File: src/rtl/axi_pattern_writer_pkg.sv
// rtl/axi_pattern_writer_pkg.sv - shared constants and beat-data helper for the pattern writer
package axi_pattern_writer_pkg;

  localparam logic [2:0] S_IDLE = 3'd0;
  localparam logic [2:0] S_ADDR = 3'd1;
  localparam logic [2:0] S_DATA = 3'd2;
  localparam logic [2:0] S_RESP = 3'd3;
  localparam logic [2:0] S_DONE = 3'd4;

  localparam logic [1:0]   BURST_INCR      = 2'b01;
  localparam logic [1:0]   RESP_OKAY       = 2'b00;
  localparam logic [2:0]   AXSIZE_16B      = 3'b100;
  localparam logic [3:0]   AXCACHE_BUF     = 4'b0011;
  localparam logic [127:0] PATTERN_DEFAULT = 128'hDEADBEAF12345678AABBCCDD11223344;

  // Address mode puts the byte address of each 32-bit lane into that lane.
  function automatic logic [127:0] beat_data(input logic [31:0] addr, input logic mode,
                                             input logic [127:0] pattern);
    logic [127:0] d;
    d = pattern;
    if (mode) begin
      for (int k = 0; k < 4; k++) begin
        d[32*k +: 32] = addr + 32'(4 * k);
      end
    end
    return d;
  endfunction

endpackage

File: src/rtl/axi_burst_len_calc.sv
// rtl/axi_burst_len_calc.sv - burst length limited by remaining beats, MAX_BURST and the 4 KB page
module axi_burst_len_calc #(
  parameter int MAX_BURST = 16
) (
  input  logic [11:0] i_addr_lo,
  input  logic [15:0] i_remaining,
  output logic [7:0]  o_awlen,
  output logic [8:0]  o_beats
);

  logic [8:0] w_room;
  logic [8:0] w_beats;

  always_comb begin
    w_room  = 9'((13'd4096 - {1'b0, i_addr_lo}) >> 4);
    w_beats = 9'(MAX_BURST);
    if (w_room < w_beats) begin
      w_beats = w_room;
    end
    if (i_remaining < 16'(w_beats)) begin
      w_beats = i_remaining[8:0];
    end
  end

  assign o_beats = w_beats;
  assign o_awlen = (w_beats == 9'd0) ? 8'd0 : 8'(w_beats - 9'd1);

endmodule

File: src/rtl/axi_pattern_writer.sv
// rtl/axi_pattern_writer.sv - AXI4 write master filling memory with a fixed or address pattern
module axi_pattern_writer
  import axi_pattern_writer_pkg::*;
#(
  parameter int             ADDR_W    = 44,
  parameter int             DATA_W    = 128,
  parameter int             ID_W      = 1,
  parameter int             MAX_BURST = 16,
  parameter logic [127:0]   PATTERN   = PATTERN_DEFAULT
) (
  input  logic                ACLK,
  input  logic                ARESETn,
  input  logic                start,
  input  logic [ADDR_W-1:0]   base_addr,
  input  logic [15:0]         num_beats,
  input  logic                pattern_mode,
  input  logic                irq_clear,
  output logic                busy,
  output logic                done_irq,
  output logic                err,
  output logic [ID_W-1:0]     m_axi_awid,
  output logic [ADDR_W-1:0]   m_axi_awaddr,
  output logic [7:0]          m_axi_awlen,
  output logic [2:0]          m_axi_awsize,
  output logic [1:0]          m_axi_awburst,
  output logic [3:0]          m_axi_awcache,
  output logic [2:0]          m_axi_awprot,
  output logic                m_axi_awvalid,
  input  logic                m_axi_awready,
  output logic [DATA_W-1:0]   m_axi_wdata,
  output logic [DATA_W/8-1:0] m_axi_wstrb,
  output logic                m_axi_wlast,
  output logic                m_axi_wvalid,
  input  logic                m_axi_wready,
  input  logic [ID_W-1:0]     m_axi_bid,
  input  logic [1:0]          m_axi_bresp,
  input  logic                m_axi_bvalid,
  output logic                m_axi_bready
);

  logic [2:0]        r_state;
  logic [ADDR_W-1:0] r_cur_addr;
  logic [ADDR_W-1:0] r_awaddr;
  logic [ADDR_W-1:0] r_waddr;
  logic [15:0]       r_remaining;
  logic [8:0]        r_blen;
  logic [7:0]        r_awlen;
  logic [7:0]        r_beat;
  logic [DATA_W-1:0] r_wdata;
  logic              r_mode;
  logic              r_awvalid;
  logic              r_wvalid;
  logic              r_wlast;
  logic              r_bready;
  logic              r_busy;
  logic              r_done;
  logic              r_err;
  logic              r_out_en;

  logic [ADDR_W-1:0] w_base;
  logic [ADDR_W-1:0] w_next_addr;
  logic [ADDR_W-1:0] w_calc_addr;
  logic [15:0]       w_next_rem;
  logic [15:0]       w_calc_rem;
  logic [7:0]        w_awlen;
  logic [8:0]        w_beats;
  logic              w_unused;

  assign w_base      = {base_addr[ADDR_W-1:4], 4'h0};
  assign w_next_addr = r_cur_addr + ADDR_W'({r_blen, 4'h0});
  assign w_next_rem  = r_remaining - 16'(r_blen);
  // The calculator sizes the first burst from the start inputs and every later one from the post-response totals.
  assign w_calc_addr = (r_state == S_IDLE) ? w_base : w_next_addr;
  assign w_calc_rem  = (r_state == S_IDLE) ? num_beats : w_next_rem;
  assign w_unused    = &{1'b0, m_axi_bid, base_addr[3:0]};

  axi_burst_len_calc #(
    .MAX_BURST (MAX_BURST)
  ) u_len (
    .i_addr_lo   (w_calc_addr[11:0]),
    .i_remaining (w_calc_rem),
    .o_awlen     (w_awlen),
    .o_beats     (w_beats)
  );

  always_ff @(posedge ACLK) begin
    if (!ARESETn) begin
      r_state     <= S_IDLE;
      r_cur_addr  <= '0;
      r_awaddr    <= '0;
      r_waddr     <= '0;
      r_remaining <= '0;
      r_blen      <= '0;
      r_awlen     <= '0;
      r_beat      <= '0;
      r_wdata     <= '0;
      r_mode      <= 1'b0;
      r_awvalid   <= 1'b0;
      r_wvalid    <= 1'b0;
      r_wlast     <= 1'b0;
      r_bready    <= 1'b0;
      r_busy      <= 1'b0;
      r_done      <= 1'b0;
      r_err       <= 1'b0;
      r_out_en    <= 1'b0;
    end else begin
      r_out_en <= 1'b1;
      if (irq_clear) begin
        r_done <= 1'b0;
        r_err  <= 1'b0;
      end
      case (r_state)
        S_IDLE: begin
          if (start) begin
            r_busy      <= 1'b1;
            r_mode      <= pattern_mode;
            r_cur_addr  <= w_calc_addr;
            r_remaining <= w_calc_rem;
            r_blen      <= w_beats;
            if (num_beats == 16'd0) begin
              r_state <= S_DONE;
            end else begin
              r_awaddr  <= w_calc_addr;
              r_awlen   <= w_awlen;
              r_awvalid <= 1'b1;
              r_state   <= S_ADDR;
            end
          end
        end
        S_ADDR: begin
          if (m_axi_awready) begin
            r_awvalid <= 1'b0;
            r_wvalid  <= 1'b1;
            r_wlast   <= (r_awlen == 8'd0);
            r_beat    <= 8'd0;
            r_wdata   <= beat_data(r_awaddr[31:0], r_mode, PATTERN);
            r_waddr   <= r_awaddr + ADDR_W'(16);
            r_state   <= S_DATA;
          end
        end
        S_DATA: begin
          if (m_axi_wready) begin
            if (r_wlast) begin
              r_wvalid <= 1'b0;
              r_wlast  <= 1'b0;
              r_bready <= 1'b1;
              r_state  <= S_RESP;
            end else begin
              r_beat  <= r_beat + 8'd1;
              r_wlast <= ((r_beat + 8'd1) == r_awlen);
              r_wdata <= beat_data(r_waddr[31:0], r_mode, PATTERN);
              r_waddr <= r_waddr + ADDR_W'(16);
            end
          end
        end
        S_RESP: begin
          if (m_axi_bvalid) begin
            r_bready <= 1'b0;
            if (m_axi_bresp != RESP_OKAY) begin
              r_err   <= 1'b1;
              r_state <= S_DONE;
            end else begin
              r_cur_addr  <= w_next_addr;
              r_remaining <= w_next_rem;
              r_blen      <= w_beats;
              if (w_next_rem != 16'd0) begin
                r_awaddr  <= w_next_addr;
                r_awlen   <= w_awlen;
                r_awvalid <= 1'b1;
                r_state   <= S_ADDR;
              end else begin
                r_state <= S_DONE;
              end
            end
          end
        end
        S_DONE: begin
          r_done  <= 1'b1;
          r_busy  <= 1'b0;
          r_state <= S_IDLE;
        end
        default: r_state <= S_IDLE;
      endcase
    end
  end

  assign busy          = r_busy;
  assign done_irq      = r_done;
  assign err           = r_err;
  assign m_axi_awid    = '0;
  assign m_axi_awaddr  = r_awaddr;
  assign m_axi_awlen   = r_awlen;
  assign m_axi_awsize  = r_out_en ? AXSIZE_16B : 3'b000;
  assign m_axi_awburst = r_out_en ? BURST_INCR : 2'b00;
  assign m_axi_awcache = r_out_en ? AXCACHE_BUF : 4'b0000;
  assign m_axi_awprot  = '0;
  assign m_axi_awvalid = r_awvalid;
  assign m_axi_wdata   = r_wdata;
  assign m_axi_wstrb   = r_out_en ? '1 : '0;
  assign m_axi_wlast   = r_wlast;
  assign m_axi_wvalid  = r_wvalid;
  assign m_axi_bready  = r_bready;

endmodule

File: config.mk
export PLATFORM = sky130hd
export DESIGN_NAME = axi_pattern_writer
export DESIGN_NICKNAME = d
export VERILOG_FILES = /design/src/rtl/axi_pattern_writer_pkg.sv /design/src/rtl/axi_burst_len_calc.sv /design/src/rtl/axi_pattern_writer.sv
export SDC_FILE = /design/constraint.sdc
export NUM_CORES = 1
export LEC_CHECK = 0
export BUFFER_PORTS_ARGS = -buffer_cell sky130_fd_sc_hd__buf_2
export CORE_UTILIZATION = 45
export CTS_BUF_LIST = sky130_fd_sc_hd__clkbuf_8
export DETAILED_ROUTE_END_ITERATION = 16
export PLACE_DENSITY_LB_ADDON = 0.25
export SLEW_MARGIN = 20
export SYNTH_ARGS = -nofsm -noshare
export SYNTH_HDL_FRONTEND = slang
export SYNTH_SLANG_ARGS = --single-unit
File: constraint.sdc
create_clock -name ACLK -period 5.5 [get_ports ACLK]
set_input_delay 1.1 -clock ACLK [delete_from_list [all_inputs] [get_ports ACLK]]
set_output_delay 1.1 -clock ACLK [all_outputs]
set_load 0.05 [all_outputs]
==> impl_metrics.prom, run 1 <==
# TYPE chip_impl_metric gauge
chip_impl_info{name="outcome",value="complete, no violations"} 1
chip_impl_info{name="synth_ff_type",value="sky130_fd_sc_hd__dfxtp_1"} 1
chip_impl_metric{name="num-nets-final",unit=""} 2806
chip_impl_metric{name="final.min_clock_period",unit="ns"} 5.23
chip_impl_metric{name="clk_latency",unit="ns"} 0.68
chip_impl_metric{name="post_synth.cell_area_avg",unit="um^2"} 7.26
chip_impl_metric{name="grt_start_max_net_pins",unit=""} 100
chip_impl_metric{name="reg2reg_setup_slack",unit="ns"} 0.27
chip_impl_metric{name="p_per_area",unit="mW/mm^2"} 600
chip_impl_metric{name="drt-pass1-iter-count",unit=""} 6
chip_impl_info{name="worstReg2RegEnd",value="m_axi_awlen[0]$_SDFFE_PN0P_"} 1
chip_impl_metric{name="area_delta_synth_final",unit="%"} 14.6
chip_impl_metric{name="drc",unit=""} 0
chip_impl_metric{name="cts_inserted_buffers",unit=""} 52
chip_impl_metric{name="core",unit="mm^2"} 0.0401
chip_impl_metric{name="io_buffers",unit=""} 272
chip_impl_metric{name="grt.met2_usage",unit=""} 0.497
chip_impl_metric{name="tns",unit="ns"} 0
chip_impl_metric{name="antenna_found_initial",unit=""} 5
chip_impl_metric{name="worstMarginPinSlew",unit="ns"} 0.988
chip_impl_metric{name="post_route_cells_drive_above_1_share",unit=""} 0.169
chip_impl_metric{name="io-pin-count",unit=""} 287
chip_impl_metric{name="synth_seq_cells",unit=""} 296
chip_impl_metric{name="worst_setup_hold_path_clk_slew",unit="ns"} 0.07
chip_impl_info{name="root_buffer",value="sky130_fd_sc_hd__clkbuf_8"} 1
chip_impl_metric{name="netlist_instances",unit=""} 2547
chip_impl_metric{name="hold_viol",unit=""} 0
chip_impl_info{name="tritoncts",value="built"} 1
chip_impl_info{name="synth_commonest_cells",value="386 x sky130_fd_sc_hd__nand2_1, 296 x sky130_fd_sc_hd__dfxtp_1, 262 x sky130_fd_sc_hd__a21oi_1"} 1
chip_impl_metric{name="fmax",unit="MHz"} 191
chip_impl_metric{name="place_area",unit="mm^2"} 0.0199
chip_impl_metric{name="cts.sinks",unit=""} 296
chip_impl_info{name="crit_path_top_delay_cell",value="sky130_fd_sc_hd__mux2i_1"} 1
chip_impl_info{name="r2r_start",value="r_blen[0]$_SDFFE_PN0P_"} 1
chip_impl_metric{name="max_slew_margin",unit=""} 0.339
chip_impl_metric{name="worst_clock_skew",unit="ns"} 0.0573
chip_impl_metric{name="maxSlewViolCount",unit=""} 0
chip_impl_metric{name="reg2reg_depth",unit=""} 24
chip_impl_metric{name="detail_route.wirelength",unit="um"} 65600
chip_impl_info{name="netlist.top_cell.by_area",value="sky130_fd_sc_hd__dfxtp_1"} 1
chip_impl_metric{name="clk_path_buf_depth",unit=""} 3
chip_impl_metric{name="detailed_route_iter0_violations",unit=""} 1670
chip_impl_info{name="holdCritPathClass",value="flop to flop"} 1
chip_impl_metric{name="arrival",unit="ns"} 5.75
chip_impl_metric{name="post-route-cell-area",unit="mm^2"} 0.0212
chip_impl_info{name="worstPathCellList",value="ha_4 > fa_2 > buf_4 > a211o_1 > a21oi_1 > o21ai_0 > o211ai_1 > nor4_1 > buf_4 > buf_4 > ha_1 > a21oi_1 > nor2b_1 > o21ai_0 > nand2b_1 > nor4_2 > a21oi_2 > nor4b_2 > mux2i_1 > ha_1 > nand4_1 > mux2_4 > and3_1 > o21a_1"} 1
chip_impl_metric{name="grt_remaining_overflow",unit=""} 0
chip_impl_metric{name="finalSetupViolations",unit=""} 0
chip_impl_info{name="critical_path.endpoint",value="m_axi_awlen[0]$_SDFFE_PN0P_"} 1
chip_impl_metric{name="first_pass_grt_wire_length",unit="um"} 101000
chip_impl_metric{name="via_count",unit=""} 19089
chip_impl_metric{name="groute.layer.met1.usage",unit=""} 0.401
chip_impl_metric{name="first_global_vias",unit=""} 18090
chip_impl_metric{name="cp.required",unit="ns"} 6.02
chip_impl_info{name="crit_path_start_kind",value="flop"} 1
chip_impl_info{name="synth_most_common_cell",value="sky130_fd_sc_hd__nand2_1"} 1
chip_impl_metric{name="worstSetupPathDepth",unit=""} 24
chip_impl_info{name="worstSetupEndpointType",value="flop"} 1
chip_impl_metric{name="cts-htree-levels",unit=""} 2
chip_impl_metric{name="synthesis.area",unit="mm^2"} 0.0185
chip_impl_metric{name="fin_crit_sh",unit=""} 0.951
chip_impl_metric{name="groute.usage.overall",unit=""} 0.308
chip_impl_metric{name="dieArea",unit="mm^2"} 0.0419
chip_impl_info{name="critPathTopFamily",value="compound AO/OA/AOI/OAI gates"} 1
chip_impl_metric{name="worstPathBufferInverterCount",unit=""} 3
chip_impl_metric{name="vdd.ir_drop.worst",unit="mV"} 0.404
chip_impl_info{name="most_frequent_cell_on_the_critical_path",value="sky130_fd_sc_hd__buf_4"} 1
chip_impl_metric{name="routed_via_density",unit=""} 5.86
chip_impl_metric{name="horiz_die_dim",unit="um"} 205
chip_impl_metric{name="floorplan.initialDensity",unit=""} 0.461
chip_impl_metric{name="globalRouteMet3Util",unit=""} 0.0630
chip_impl_metric{name="number_of_enable_flip_flop_cells_after_synthesis",unit=""} 0
chip_impl_metric{name="share_of_synthesized_registers_carrying_an_async_set_or_reset",unit=""} 0
chip_impl_metric{name="yosysTopAreaCellShare",unit=""} 0.321
chip_impl_info{name="timing.setup.critical_path_class",value="flop to flop"} 1
chip_impl_metric{name="power.static_leakage",unit="nW"} 8.60
chip_impl_metric{name="die_h",unit="um"} 205
chip_impl_metric{name="critical_path.max_fanout",unit=""} 7
chip_impl_info{name="setup.worst_path.start",value="r_blen[0]$_SDFFE_PN0P_"} 1
chip_impl_metric{name="detailed_place_hpwl",unit="um"} 46900
chip_impl_metric{name="critical-path-max-stage-delay",unit="ns"} 0.42
chip_impl_metric{name="synth.yosys.seq_area_share",unit=""} 0.321
chip_impl_info{name="busiest_layer",value="met2"} 1
chip_impl_metric{name="fp-row-count",unit=""} 73
chip_impl_metric{name="drt-wirelength-per-cell",unit="um"} 20.1
chip_impl_metric{name="placer_s_final_routability_congestion_estimate",unit=""} 0.974
chip_impl_metric{name="drt.antenna.violating_nets",unit=""} 0
chip_impl_metric{name="synthDistinctLibCells",unit=""} 78
chip_impl_metric{name="yosys_warn_count",unit=""} 0
chip_impl_info{name="synthTopCellsByArea",value="sky130_fd_sc_hd__dfxtp_1 32%, sky130_fd_sc_hd__nand2_1 7.8%, sky130_fd_sc_hd__a21oi_1 7.1%"} 1
chip_impl_metric{name="drv_cap",unit=""} 0
-- worst min-delay path: cells and delay by family, from the launching register on --
family	cells	cell delay, ns
AO/OA/AOI/OAI	1	0.05
flip-flops	1	0.30
AND/OR/NAND/NOR	1	0.05
-- final cells by class --
class / count / area, um^2
sequential: 296 / 5930
clock inverter: 24 / 235
inverter: 43 / 166
fill: 3927 / 18900
tap: 525 / 657
timing repair buffer: 322 / 1740
multi-input combinational: 1980 / 11500
antenna: 2 / 5.00
clock buffer: 68 / 936
-- how the worst min path moves through the flow --
stage,start,cells after the start,endpoint,slack (ns)
2_1_floorplan,r_cur_addr[10]$_SDFFE_PN0P_,2,r_cur_addr[10]$_SDFFE_PN0P_,0.44
3_3_place_gp,m_axi_wdata[58]$_SDFFE_PN0P_,2,m_axi_wdata[58]$_SDFFE_PN0P_,0.44
3_5_place_dp,m_axi_wdata[95]$_SDFFE_PN0P_,2,m_axi_wdata[95]$_SDFFE_PN0P_,0.44
4_1_cts,m_axi_wdata[95]$_SDFFE_PN0P_,2,m_axi_wdata[95]$_SDFFE_PN0P_,0.45
5_1_grt,m_axi_wdata[91]$_SDFFE_PN0P_,2,m_axi_wdata[91]$_SDFFE_PN0P_,0.47
6_report,m_axi_wdata[62]$_SDFFE_PN0P_,2,m_axi_wdata[62]$_SDFFE_PN0P_,0.45
-- layer usage --
| metal | up-vias | wire (um) | share of wire |
|---|---|---|---|
| li1 | 9092 | - | - |
| met1 | 9060 | 27900 | 0.43 |
| met2 | 796 | 29900 | 0.46 |
| met3 | 139 | 5570 | 0.085 |
| met4 | 2 | 2190 | 0.033 |
| met5 | - | 13 | 0.00020 |
-- where the power goes --
group	internal (mW)	switching, mW	leakage [nW]
registers	2.70	0.857	2.42
clock network	1.34	0.974	0.650
logic	2.11	4.74	5.53
total	6.15	6.58	8.60
-- sequential cells by signal, indices dropped and copies added (netlist names) --
| name | flops |
|---|---|
| r_blen | 9 |
| err | 1 |
| r_out_en | 1 |
| done_irq | 1 |
| m_axi_wlast | 1 |
| busy | 1 |
| r_beat | 8 |
| m_axi_bready | 1 |
| m_axi_awvalid | 1 |
| r_state | 3 |
| r_remaining | 16 |
| r_cur_addr | 44 |
| r_waddr | 32 |
| m_axi_wdata | 123 |
| m_axi_awaddr | 44 |
| m_axi_awlen | 8 |
| m_axi_wvalid | 1 |
| r_mode | 1 |
-- layout by cell type, fill, tap and decap left out, types with 31 or more instances in the layout --
cell and count:
sky130_fd_sc_hd__a21oi_1 259, sky130_fd_sc_hd__mux2i_1 44, sky130_fd_sc_hd__inv_1 53, sky130_fd_sc_hd__xnor2_1 124, sky130_fd_sc_hd__o211ai_1 35, sky130_fd_sc_hd__nand3_1 111
sky130_fd_sc_hd__o21ai_0 199, sky130_fd_sc_hd__or3_1 34, sky130_fd_sc_hd__buf_4 50, sky130_fd_sc_hd__clkbuf_8 68, sky130_fd_sc_hd__nor3_1 45, sky130_fd_sc_hd__a211oi_1 31
sky130_fd_sc_hd__ha_1 36, sky130_fd_sc_hd__nor2_1 248, sky130_fd_sc_hd__nand2_1 385, sky130_fd_sc_hd__and3_1 34, sky130_fd_sc_hd__xor2_1 94, sky130_fd_sc_hd__dfxtp_1 295
sky130_fd_sc_hd__buf_2 271
-- metrics by stage --
stage	utilization	total power, mW	worst slack, ns	hold slack, ns	cells
6_report	0.528	12.7	0.272	0.448	3260
5_1_grt	0.528	13.5	-0.0898	0.469	3259
4_1_cts	0.524	12.6	0.0891	0.450	3248
3_5_place_dp	0.495	10.2	0.226	0.443	3156
3_3_place_gp	0.495	10.1	0.268	0.436	3156
2_1_floorplan	-	8.35	0.311	0.441	2558
-- repair_timing --
| item | CTS | global route |
|---|---|---|
| gates resized for setup | 0 | 22 |
| endpoints found under the setup margin | 0 | 8 |
| buffers inserted | 0 | 10 |
| hold buffers | 0 | 0 |
-- kinds of logic (layout without fill, tap and decap cells) --
kind of cell / Yosys count / after routing / share of synthesized area
other cells: 2 / 15 / 0.000406
simple gates: 1003 / 1003 / 0.249
fa+ha+maj: 40 / 40 / 0.0279
compound gates: 658 / 658 / 0.207
mux: 48 / 48 / 0.0264
xor+xnor: 218 / 218 / 0.103
flops: 296 / 296 / 0.321
buf+inv: 282 / 457 / 0.0658
(Power assumes the default switching activity.)
==> inputs of run 2 (changes only) <==
CORE_UTILIZATION = 54   (was 45)
==> run 2 against run 1 <==
Compared with the run above:
- first-iteration DRC count increased by 22%
- die area down 17%
- combinational power hardly changed
- non-clock buffer count shrank 3
- clock power down 10%
- largest cell class unchanged
- count of clock-buffer cells in the layout did not move
- critical path depth rose by 1
- critical path type unchanged
- routed wire length decreased by 4.9%
- core utilization is 9.3 points higher
- sequential power decreased by 2%
==> impl_metrics.prom, run 2 (synthesized netlist as in run 1, its figures left out) <==
# TYPE chip_impl_metric gauge
chip_impl_metric{name="reg2reg_depth",unit=""} 25
chip_impl_metric{name="max_slew_margin",unit=""} 0.244
chip_impl_info{name="busiest_layer",value="met2"} 1
chip_impl_metric{name="hold_ws",unit="ns"} 0.446
chip_impl_metric{name="first_global_vias",unit=""} 17736
chip_impl_metric{name="grt_remaining_overflow",unit=""} 0
chip_impl_metric{name="fmax",unit="MHz"} 193
chip_impl_info{name="worstReg2RegEnd",value="m_axi_awlen[4]$_SDFFE_PN0P_"} 1
chip_impl_metric{name="tns",unit="ns"} 0
chip_impl_info{name="most_frequent_cells_in_the_layout",value="386 x sky130_fd_sc_hd__nand2_1, 296 x sky130_fd_sc_hd__dfxtp_1, 271 x sky130_fd_sc_hd__buf_2"} 1
chip_impl_metric{name="groute.layer.met1.usage",unit=""} 0.448
chip_impl_metric{name="die_h",unit="um"} 187
chip_impl_metric{name="io-pin-count",unit=""} 287
chip_impl_metric{name="floorplan.initialDensity",unit=""} 0.550
chip_impl_metric{name="cp.required",unit="ns"} 6.05
chip_impl_metric{name="finalSetupViolations",unit=""} 0
chip_impl_info{name="holdCritPathClass",value="flop to flop"} 1
chip_impl_info{name="crit_path_start_kind",value="flop"} 1
chip_impl_metric{name="antenna_found_initial",unit=""} 2
chip_impl_info{name="outcome",value="complete, no violations"} 1
chip_impl_metric{name="vdd.ir_drop.worst",unit="mV"} 0.575
chip_impl_metric{name="arrival",unit="ns"} 5.74
chip_impl_info{name="hp-start",value="m_axi_wdata[62]$_SDFFE_PN0P_"} 1
chip_impl_info{name="root_buffer",value="sky130_fd_sc_hd__clkbuf_8"} 1
chip_impl_metric{name="final-seq-area",unit="mm^2"} 0.00593
chip_impl_metric{name="detailed_place_hpwl",unit="um"} 44800
chip_impl_metric{name="detailed_route_iter0_violations",unit=""} 2039
chip_impl_metric{name="drt-wirelength-per-cell",unit="um"} 19.6
chip_impl_metric{name="detail_route.wirelength",unit="um"} 62400
chip_impl_metric{name="via_count",unit=""} 19174
chip_impl_metric{name="critical_path.max_fanout",unit=""} 7
chip_impl_metric{name="largest_register_ffs",unit=""} 123
chip_impl_metric{name="area_delta_synth_final",unit="%"} 13.1
chip_impl_metric{name="drv_cap",unit=""} 0
chip_impl_metric{name="drc",unit=""} 0
chip_impl_metric{name="maxSlewViolCount",unit=""} 0
chip_impl_metric{name="routed_via_density",unit=""} 6.03
chip_impl_metric{name="grt_start_max_net_pins",unit=""} 119
chip_impl_metric{name="globalRouteMet3Util",unit=""} 0.0612
chip_impl_metric{name="groute.usage.overall",unit=""} 0.346
chip_impl_metric{name="horiz_die_dim",unit="um"} 187
chip_impl_metric{name="worstMarginPinSlew",unit="ns"} 1.13
chip_impl_metric{name="grt.met2_usage",unit=""} 0.564
chip_impl_metric{name="power.static_leakage",unit="nW"} 8.53
chip_impl_metric{name="reg2reg_setup_slack",unit="ns"} 0.31
chip_impl_metric{name="whs_path_depth",unit=""} 2
chip_impl_info{name="r2r_start",value="r_blen[0]$_SDFFE_PN0P_"} 1
chip_impl_metric{name="postCtsHoldBufs",unit=""} 0
chip_impl_metric{name="placer_s_final_routability_congestion_estimate",unit=""} 0.996
chip_impl_metric{name="multi_input_comb_area",unit="mm^2"} 0.0115
chip_impl_info{name="layout_commonest_cell",value="sky130_fd_sc_hd__nand2_1"} 1
chip_impl_metric{name="post_route_cells_drive_above_1_share",unit=""} 0.162
chip_impl_metric{name="fill_cells",unit=""} 3129
chip_impl_metric{name="dieArea",unit="mm^2"} 0.0350
chip_impl_metric{name="cts_inserted_buffers",unit=""} 51
chip_impl_info{name="worstSetupEndpointType",value="flop"} 1
chip_impl_metric{name="clk_latency",unit="ns"} 0.65
chip_impl_metric{name="fp-row-count",unit=""} 67
chip_impl_metric{name="worst_setup_hold_path_clk_slew",unit="ns"} 0.06
chip_impl_info{name="tritoncts",value="built"} 1
chip_impl_metric{name="p_per_area",unit="mW/mm^2"} 596
chip_impl_metric{name="fin_crit_sh",unit=""} 0.944
chip_impl_metric{name="num-nets-final",unit=""} 2802
chip_impl_metric{name="io_buffers",unit=""} 272
chip_impl_info{name="timing.setup.critical_path_class",value="flop to flop"} 1
chip_impl_metric{name="cts-htree-levels",unit=""} 2
chip_impl_metric{name="drt.antenna.violating_nets",unit=""} 0
chip_impl_metric{name="post-route-util",unit=""} 0.622
chip_impl_metric{name="hold_viol",unit=""} 0
chip_impl_info{name="rsz_0062_raised_after_global_routing",value="false"} 1
chip_impl_metric{name="first_pass_grt_wire_length",unit="um"} 97100
chip_impl_info{name="holdPathEnd",value="m_axi_wdata[62]$_SDFFE_PN0P_"} 1
chip_impl_metric{name="cts.sinks",unit=""} 296
chip_impl_metric{name="core",unit="mm^2"} 0.0336
chip_impl_metric{name="drt-pass1-iter-count",unit=""} 9
chip_impl_metric{name="worst_clock_skew",unit="ns"} 0.0316
chip_impl_metric{name="final.min_clock_period",unit="ns"} 5.19
chip_impl_metric{name="clk_path_buf_depth",unit=""} 3
run 2: cell types whose count changed in the layout (fill, tap and decap cells not counted), moves of 2 or more:
cell,previous run,this run
sky130_fd_sc_hd__buf_4,50,45
sky130_fd_sc_hd__a21oi_1,259,261
sky130_fd_sc_hd__bufinv_16,5,1
sky130_fd_sc_hd__inv_1,53,58
sky130_fd_sc_hd__a21oi_2,2,0
sky130_fd_sc_hd__a211oi_1,31,34
sky130_fd_sc_hd__clkinv_2,7,3
sky130_fd_sc_hd__a211oi_2,4,1
run 2: layout make-up:
type                    count  share of cell area
diodes                      2            0.000239
clock buffers              68              0.0448
clock inverters            22             0.00581
inverters                  43             0.00796
multi-input cells        1980               0.548
flip-flops and latches    296               0.283
well taps                 448              0.0268
repair buffers            319              0.0827
run 2: power breakdown:
part	leakage, nW	switching (mW)	internal [mW]
clock network	0.605	0.939	1.14
registers	2.42	0.806	2.70
logic	5.51	4.77	2.11
total	8.53	6.51	5.95
run 2: critical path, cell delays in order (launching register included):
cell                       delay [ns]
sky130_fd_sc_hd__dfxtp_1         0.34
sky130_fd_sc_hd__ha_2            0.21
sky130_fd_sc_hd__fa_2            0.42
sky130_fd_sc_hd__a211oi_2        0.25
sky130_fd_sc_hd__o211ai_1        0.13
sky130_fd_sc_hd__a31oi_1         0.20
sky130_fd_sc_hd__o211ai_1        0.13
sky130_fd_sc_hd__nor4_2          0.33
sky130_fd_sc_hd__buf_4           0.22
sky130_fd_sc_hd__o211a_1         0.17
sky130_fd_sc_hd__inv_1           0.04
sky130_fd_sc_hd__ha_1            0.27
sky130_fd_sc_hd__o21ai_1         0.12
sky130_fd_sc_hd__nand2b_1        0.07
sky130_fd_sc_hd__a21oi_1         0.15
sky130_fd_sc_hd__nor2_1          0.06
sky130_fd_sc_hd__o21ai_1         0.11
sky130_fd_sc_hd__a21oi_1         0.07
sky130_fd_sc_hd__or4b_4          0.54
sky130_fd_sc_hd__mux2i_1         0.13
sky130_fd_sc_hd__buf_4           0.18
sky130_fd_sc_hd__ha_2            0.23
sky130_fd_sc_hd__or2_2           0.30
sky130_fd_sc_hd__mux2i_1         0.14
sky130_fd_sc_hd__a211oi_1        0.07
sky130_fd_sc_hd__o31ai_1         0.25
run 2: timing repair:
| item | in CTS | in global routing |
|---|---|---|
| buffers inserted | 0 | 1 |
| endpoints found under the setup margin | 0 | 8 |
| gates resized for setup | 0 | 10 |
run 2: stage by stage:
| step | area [um^2] | total power [mW] | std cells | worst slack [ns] |
|---|---|---|---|---|
| floorplan | 18500 | 8.35 | 2558 | 0.311 |
| global route | 20900 | 13.2 | 3176 | 0.00221 |
| CTS | 20900 | 12.3 | 3174 | 0.0862 |
| global placement | 19800 | 10.1 | 3084 | 0.203 |
| finish | 20900 | 12.5 | 3178 | 0.309 |
| detailed placement | 19800 | 10.2 | 3084 | 0.133 |
run 2: per-layer routing:
metal,up-vias,routed length (um)
li1,9087,-
met1,9010,26300
met2,908,28300
met3,167,5320
met4,2,2400
met5,-,10
run 2: worst max-delay path by stage:
stage | from | to | slack [ns] | cells after the start
4_1_cts | r_blen[0]$_SDFFE_PN0P_ | m_axi_awlen[4]$_SDFFE_PN0P_ | 0.09 | 25
5_1_grt | r_blen[0]$_SDFFE_PN0P_ | m_axi_awlen[4]$_SDFFE_PN0P_ | 0.002 | 25
6_report | r_blen[0]$_SDFFE_PN0P_ | m_axi_awlen[4]$_SDFFE_PN0P_ | 0.31 | 25
3_5_place_dp | r_blen[0]$_SDFFE_PN0P_ | m_axi_awlen[4]$_SDFFE_PN0P_ | 0.13 | 25
2_1_floorplan | r_cur_addr[4]$_SDFFE_PN0P_ | m_axi_awlen[0]$_SDFFE_PN0P_ | 0.31 | 25
3_3_place_gp | r_blen[0]$_SDFFE_PN0P_ | m_axi_awlen[4]$_SDFFE_PN0P_ | 0.20 | 25
